File: src/rtl/ped_request_unit.sv
// Pedestrian push-button front end for the traffic-light controller.
// Syncs and debounces BUTTON, holds KEY until P_G, then locks out.
//
// Ports:
//   CLOCK  in   system clock
//   RST    in   asynchronous active-low reset
//   BUTTON in   raw pedestrian button (async, bouncy, active-high)
//   P_G    in   pedestrian green from controller (async)
//   P_R    in   pedestrian red from controller (async)
//   KEY    out  crossing request to controller (registered level)
//   WAIT   out  request-pending lamp (registered)
//   FAULT  out  sticky no-acknowledge flag (registered)
module ped_request_unit #(
    parameter int DEB_CYCLES     = 4,
    parameter int LOCKOUT_CYCLES = 16,
    parameter int MAX_WAIT       = 1000,
    parameter int CNT_W          = 16
) (
    input  logic CLOCK,
    input  logic RST,
    input  logic BUTTON,
    input  logic P_G,
    input  logic P_R,
    output logic KEY,
    output logic WAIT,
    output logic FAULT
);

    typedef enum logic [2:0] {
        ST_IDLE       = 3'd0,
        ST_REQUEST    = 3'd1,
        ST_FAULT_WAIT = 3'd2,
        ST_CROSSING   = 3'd3,
        ST_LOCKOUT    = 3'd4
    } state_t;

    localparam logic [CNT_W-1:0] DEB_LAST  = CNT_W'(DEB_CYCLES - 1);
    localparam logic [CNT_W-1:0] WAIT_LAST = CNT_W'(MAX_WAIT - 1);
    localparam logic [CNT_W-1:0] LOCK_LAST = CNT_W'(LOCKOUT_CYCLES - 1);

    logic b_m, b_s, g_m, g_s, r_m, r_s;
    logic deb, deb_d, press;
    logic [CNT_W-1:0] deb_cnt;
    logic [CNT_W-1:0] wait_cnt, wait_nxt;
    logic [CNT_W-1:0] lock_cnt, lock_nxt;
    state_t state, state_nxt;
    logic key_nxt, lamp_nxt, fault_nxt;

    // Two-flop synchronisers for all asynchronous inputs.
    always_ff @(posedge CLOCK or negedge RST) begin
        if (!RST) begin
            b_m <= 1'b0;
            b_s <= 1'b0;
            g_m <= 1'b0;
            g_s <= 1'b0;
            r_m <= 1'b0;
            r_s <= 1'b0;
        end else begin
            b_m <= BUTTON;
            b_s <= b_m;
            g_m <= P_G;
            g_s <= g_m;
            r_m <= P_R;
            r_s <= r_m;
        end
    end

    // Debounce: a new level must differ from deb for DEB_CYCLES edges.
    always_ff @(posedge CLOCK or negedge RST) begin
        if (!RST) begin
            deb     <= 1'b0;
            deb_d   <= 1'b0;
            deb_cnt <= '0;
        end else begin
            deb_d <= deb;
            if (b_s == deb) begin
                deb_cnt <= '0;
            end else if (deb_cnt == DEB_LAST) begin
                deb     <= b_s;
                deb_cnt <= '0;
            end else begin
                deb_cnt <= deb_cnt + 1'b1;
            end
        end
    end

    assign press = deb & ~deb_d;

    always_comb begin
        state_nxt = state;
        wait_nxt  = wait_cnt;
        lock_nxt  = lock_cnt;
        fault_nxt = FAULT;
        case (state)
            ST_IDLE: begin
                // press has priority over a stale green in IDLE
                if (press) begin
                    state_nxt = ST_REQUEST;
                    wait_nxt  = '0;
                end
            end
            ST_REQUEST: begin
                if (g_s) begin
                    state_nxt = ST_CROSSING;
                end else if (wait_cnt == WAIT_LAST) begin
                    state_nxt = ST_FAULT_WAIT;
                    fault_nxt = 1'b1;
                end else begin
                    wait_nxt = wait_cnt + 1'b1;
                end
            end
            ST_FAULT_WAIT: begin
                if (g_s) state_nxt = ST_CROSSING;
            end
            ST_CROSSING: begin
                // green blinks at crossing end; only red ends it
                if (r_s) begin
                    state_nxt = ST_LOCKOUT;
                    lock_nxt  = LOCK_LAST;
                end
            end
            ST_LOCKOUT: begin
                if (lock_cnt == '0) begin
                    state_nxt = ST_IDLE;
                end else begin
                    lock_nxt = lock_cnt - 1'b1;
                end
            end
            default: begin
                state_nxt = ST_IDLE;
            end
        endcase
        key_nxt  = (state_nxt == ST_REQUEST) ||
                   (state_nxt == ST_FAULT_WAIT);
        lamp_nxt = key_nxt;
    end

    always_ff @(posedge CLOCK or negedge RST) begin
        if (!RST) begin
            state    <= ST_IDLE;
            wait_cnt <= '0;
            lock_cnt <= '0;
            KEY      <= 1'b0;
            WAIT     <= 1'b0;
            FAULT    <= 1'b0;
        end else begin
            state    <= state_nxt;
            wait_cnt <= wait_nxt;
            lock_cnt <= lock_nxt;
            KEY      <= key_nxt;
            WAIT     <= lamp_nxt;
            FAULT    <= fault_nxt;
        end
    end

endmodule

File: config.mk
export PLATFORM = sky130hd
export DESIGN_NAME = ped_request_unit
export DESIGN_NICKNAME = d
export VERILOG_FILES = /design/src/rtl/ped_request_unit.sv
export SDC_FILE = /design/constraint.sdc
export NUM_CORES = 1
export LEC_CHECK = 0
export BUFFER_PORTS_ARGS = -buffer_cell sky130_fd_sc_hd__buf_2
export CAP_MARGIN = 0
export CORE_MARGIN = 10
export CORE_UTILIZATION = 30
export CTS_BUF_LIST = sky130_fd_sc_hd__clkbuf_4
export DETAILED_ROUTE_END_ITERATION = 7
export GPL_TIMING_DRIVEN = 0
export PLACE_DENSITY_LB_ADDON = 0.08
export SYNTH_ARGS = -nofsm -noshare
export SYNTH_HDL_FRONTEND = slang
export SYNTH_SLANG_ARGS = --single-unit
File: constraint.sdc
create_clock -name CLOCK -period 4.5 [get_ports CLOCK]
set_input_delay 0.45 -clock CLOCK [delete_from_list [all_inputs] [get_ports CLOCK]]
set_output_delay 0.45 -clock CLOCK [all_outputs]
set_load 0.005 [all_outputs]
# After elaboration in Yosys (flattened, before gate mapping)
# Index checks and enable logic that the tools add are counted.
dict set report op_classes {
  mux 16
  n_eq_ne 14
  addsub 3
  reduce_logical 9
  bitwise_logic 4
}
# operator count
set op_table {}
lappend op_table {{16-bit two-way mux} 7}
lappend op_table {{16-bit one-hot mux with 2 select lines} 2}
lappend op_table {{16-bit by 1-bit adder with 16-bit output, second input constant} 2}
lappend op_table {{3-bit two-way mux} 6}
lappend op_table {{16-bit by 10-bit == test with 1-bit output, second input constant} 1}
lappend op_table {{16-bit by 2-bit == test with 1-bit output, second input constant} 1}
lappend op_table {{16-bit logical NOT} 1}
lappend op_table {{16-bit by 1-bit subtractor with 16-bit output, second input constant} 1}
lappend op_table {{3-bit one-hot mux with 5 select lines} 1}
lappend op_table {{2-bit inequality test, second input constant} 5}
lappend op_table {{3-bit by 2-bit == test with 1-bit output, second input constant} 3}
lappend op_table {{3-bit by 1-bit == test with 1-bit output, second input constant} 2}
lappend op_table {{3-bit AND reduction} 2}
lappend op_table {{4-bit AND reduction} 1}
lappend op_table {{2-bit nonzero test} 2}
lappend op_table {{3-bit == test, second input constant} 1}
lappend op_table {{3-bit logical NOT} 1}
lappend op_table {{1-bit NOT} 3}
lappend op_table {{2-bit AND reduction} 1}
lappend op_table {{1-bit AND} 1}
lappend op_table {{1-bit == test} 1}
lappend op_table {{1-bit logical OR} 1}
dict set report totals {
  ff_bits 61
  inputBits 5
  out_inout_bits 3
}

# Depth between registers and ports, before layout
dict set report logic_depth {
  depth_word 6
  depth_mapped 6
  ltp_nobuf 6
}

# Worst setup path before layout
# Ideal clock, no wire load.
dict set report synth_timing {
  path_kind {reg2reg}
  startpoint {register state[1]}
  endpoint {register wait_cnt[15]}
  stages_incl_launch_ff 6
  setup_ns 0.078
  setup_slack_ns 2.503
  required_ns 4.422
  arrival_time_ns 1.919
  synth_period_minus_slack_ns 1.997
  path_cell_list {dfrtp_1 -> or4b_4 -> buf_6 -> or2_4 -> or4_1 -> a21oi_1}
}
dict set report synth_via {
  elab_chain_cells 3
  word_cells_on_any_way 8
  classes_between {eq/ne: 4; mux: 1; reduce/logical: 3}
}
# item line_no
set synth_rtl {}
lappend synth_rtl {{start, declared} 46} ;# state_t state, state_nxt;
lappend synth_rtl {{start signal, assigned} 147} ;# state <= state_nxt;
lappend synth_rtl {{3-bit by 1-bit == test with 1-bit output / 3-bit logical NOT (equally long branches)} 94} ;# case (state)
lappend synth_rtl {{2-bit inequality test (no line) / 2-bit nonzero test (equally long branches)} -}
lappend synth_rtl {{4-bit AND reduction (no line)} -}
lappend synth_rtl {{end signal, assigned} 148} ;# wait_cnt <= wait_nxt;
lappend synth_rtl {{end, declared} 44} ;# logic [CNT_W-1:0] wait_cnt, wait_nxt;
# Several ways; a longest one is shown, not always the timed one.
# A chain may end at the register's enable or synchronous reset.

# Final worst setup path
dict set report layout_timing {
  startpoint {register state[0]}
  endpoint {register lock_cnt[12]}
}
dict set report layout_via {
  elab_chain_cells 3
  word_cells_on_any_way 7
  classes_between {eq/ne: 4; mux: 1; reduce/logical: 2}
}
# item line_no
set layout_rtl {}
lappend layout_rtl {{3-bit == test / 3-bit by 2-bit == test with 1-bit output (equally long branches)} 94}
lappend layout_rtl {{2-bit inequality test (no line) / 2-bit nonzero test (equally long branches)} -}
lappend layout_rtl {{3-bit AND reduction (no line)} -}
lappend layout_rtl {{end signal, assigned} 149} ;# lock_cnt <= lock_nxt;
lappend layout_rtl {{end, declared} 45} ;# logic [CNT_W-1:0] lock_cnt, lock_nxt;
# Several ways; a longest one is shown, not always the timed one.

==> impl_metrics.ini <==
[finish]
drive_above_1_share_pct = 9.86
final_cell_mix = dfrtp_1, nor2_1, nand2_1, nor4_1, nand3_1
syn2layout_area_growth_pct = 12.0
final_common_cell = dfrtp_1
final_cells = 481
diodes = 0
final.fill_count = 1034
stdcell_area_sq_um = 3500
nets = 348

[clock_network]
clk_pin_slew_ns = 0.12
cts.path.max_buffers = 2
clk_latency_ns = 0.41
cts.hold.buffers_added = 0
root_buffer = clkbuf_4
cts-htree-levels = 3
cts_tree = done
postCtsSetupRepairBufs = 0
cts_made_buffers = 9
clock_sinks = 61
cts_resized = 0

[floorplan]
die_w_um = 122
start_util_pct = 30.5
boundaryPins = 8
dieHeight_um = 122
dieArea_sq_um = 14900
rows = 37
coreArea_sq_um = 10200

[logic_synthesis]
synth_warnings = 0
synth_flop_cell = dfrtp_1
synth_edf_count = 0
syn-num-nets = 330
synthCells = 322
ys_ff_latch = 61
seq_area_frac_synth_pct = 48.9
async_flop_share_pct = 100
ys_types = 51
syn-cell-area_sq_um = 3120
syn_avg_cell_area_sq_um = 9.70

[detailed_routing]
drt-initial-drc-count = 124
drcViolationCount = 0
dr.pass1.iters = 4
vias = 2427
viasPerCell = 5.05
ant_nets = 0
drt-wirelength-per-cell_um = 14.1
wl_um = 6790

[sta]
slew_viol_final = 0
fin_crit_sh_pct = 51.2
fmax_ghz = 0.434
holdWs_ns = 0.109
finalHoldViolCount = 0
setup_violations = 0
relSlewSlack_pct = 37.5
rsz0062_at_grt = no
finalSetupTns_ns = 0
worstMarginPinSlew_ns = 0.924
fin_crit_ns = 2.30
fin_skew_ns = 0.0180

[placed_design]
detailed_place_hpwl_um = 4630
port-buffer-count = 7
gp_congestion = 0.736
placed_area_sq_um = 3330
dpl.cell_count = 465

[power]
leakagePower_nw = 1.44
peakVddDrop_mv = 0.162
power_density_nw_per_um2 = 426

[worst_setup_path]
critPathKind = register to register
crit_path_max_fanout = 10
arrival_ns = 2.65
setup.worst_path.start_class = register
required_ns = 4.84
cp-end-kind = register

[global_route]
grt_overflow = 0
grt.total_usage_pct = 9.97
grt_start_max_net_pins = 62
antenna_found_initial = 0
grt_pass1_vias = 2436
grt_first_pass_wirelength_um = 12100

[outcome]
run_status = complete, no violations

[job]
max_cap_violations = 0

[min_path]
hp-class = primary input to asynchronous set/reset pin
## sequential cells by signal, indices dropped and copies added, names as in the netlist, 3 cells and up
register and count:
lock_cnt 16, deb_cnt 16, wait_cnt 16, state 3
## cells in the mapped netlist, drive strengths merged, types with 2 or more instances
| master | number | area, sq um |
|---|---|---|
| dfrtp | 61 | 1530 |
| nor2 | 34 | 128 |
| nand2 | 28 | 105 |
| nor4 | 20 | 125 |
| nand3 | 19 | 95.1 |
| nand4 | 14 | 87.6 |
| mux2i | 13 | 130 |
| xnor2 | 13 | 114 |
| a21oi | 11 | 55.1 |
| nor3 | 10 | 50.1 |
| inv | 9 | 33.8 |
| clkbuf | 8 | 30.0 |
| o21ai | 8 | 40.0 |
| nor3b | 6 | 50.1 |
| or3 | 6 | 37.5 |
| or4 | 6 | 45.0 |
| xor2 | 6 | 52.6 |
| and4 | 5 | 43.8 |
| buf | 4 | 27.5 |
| ha | 3 | 37.5 |
| nand2b | 3 | 18.8 |
| nor4b | 3 | 26.3 |
| o31ai | 3 | 22.5 |
| a31o | 2 | 17.5 |
| and3 | 2 | 12.5 |
| nand4b | 2 | 17.5 |
| nor2b | 2 | 12.5 |
| o21a | 2 | 15.0 |
## report_power, final
part | internal, mW | switching (mW)
Combinational | 0.141 | 0.219
Sequential | 0.615 | 0.0614
Clock | 0.228 | 0.226
Total | 0.984 | 0.506
## kinds of logic after synthesis
logic type	after synthesis	synth area share, %
flops	61	48.9
mux	14	4.53
fa+ha+maj	3	1.20
xor+xnor	19	5.33
buf+inv	21	2.92
compound gates	38	8.01
simple gates	166	29.1
## through the flow
step | power (mW) | util, % | worst slack, ns
CTS | 1.52 | 34.2 | 2.17
floorplan | 0.941 | - | 2.50
global route | 1.60 | 34.2 | 1.91
finish | 1.49 | 34.2 | 2.20
global placement | 1.05 | 32.5 | 2.22
detailed placement | 1.05 | 32.6 | 2.20
## layout make-up
cell class                      count  area [sq um]  area share (%)
Tap cell                          136           170            4.87
Inverter                            9          33.8           0.966
Sequential cell                    61          1530            43.6
Timing Repair Buffer                7          37.5            1.07
Buffer                             12          57.6            1.65
Multi-Input combinational cell    240          1510            43.0
Clock inverter                      7          98.8            2.83
Clock buffer                        9          67.6            1.93
## critical path, stage by stage, from the launching register on
cell	delay [ns]
dfrtp_1	0.42
clkbuf_1	0.24
nor3b_2	0.59
nand3_1	0.33
nor4b_1	0.45
mux2i_1	0.22
## path summary, 6_finish.rpt
| check | start | endpoint | slack (ns) | depth (start not counted) |
|---|---|---|---|---|
| max | state[0]$_DFF_PN0_ | lock_cnt[12]$_DFFE_PN0P_ | 2.20 | 5 |
| min | RST | lock_cnt[14]$_DFFE_PN0P_ | 0.11 | 1 |
| max reg2reg | state[0]$_DFF_PN0_ | lock_cnt[12]$_DFFE_PN0P_ | 2.20 | 5 |
| min reg2reg | b_m$_DFF_PN0_ | b_s$_DFF_PN0_ | 0.36 | 0 |
| max in group asynchronous | RST | deb_cnt[15]$_DFF_PN0_ | 3.84 | 1 |
| min in group CLOCK | P_R | r_m$_DFF_PN0_ | 0.15 | 1 |
## layer usage
metal / share of wire (%) / wire, um / GRT usage, %
met2: 48 / 3230 / 16.2
met4: 1.8 / 125 / 4.69
met1: 48 / 3250 / 12.4
met3: 2.7 / 185 / 1.99
met5: 0 / 0 / 0
Note: power is estimated with default switching activity, not from simulation.
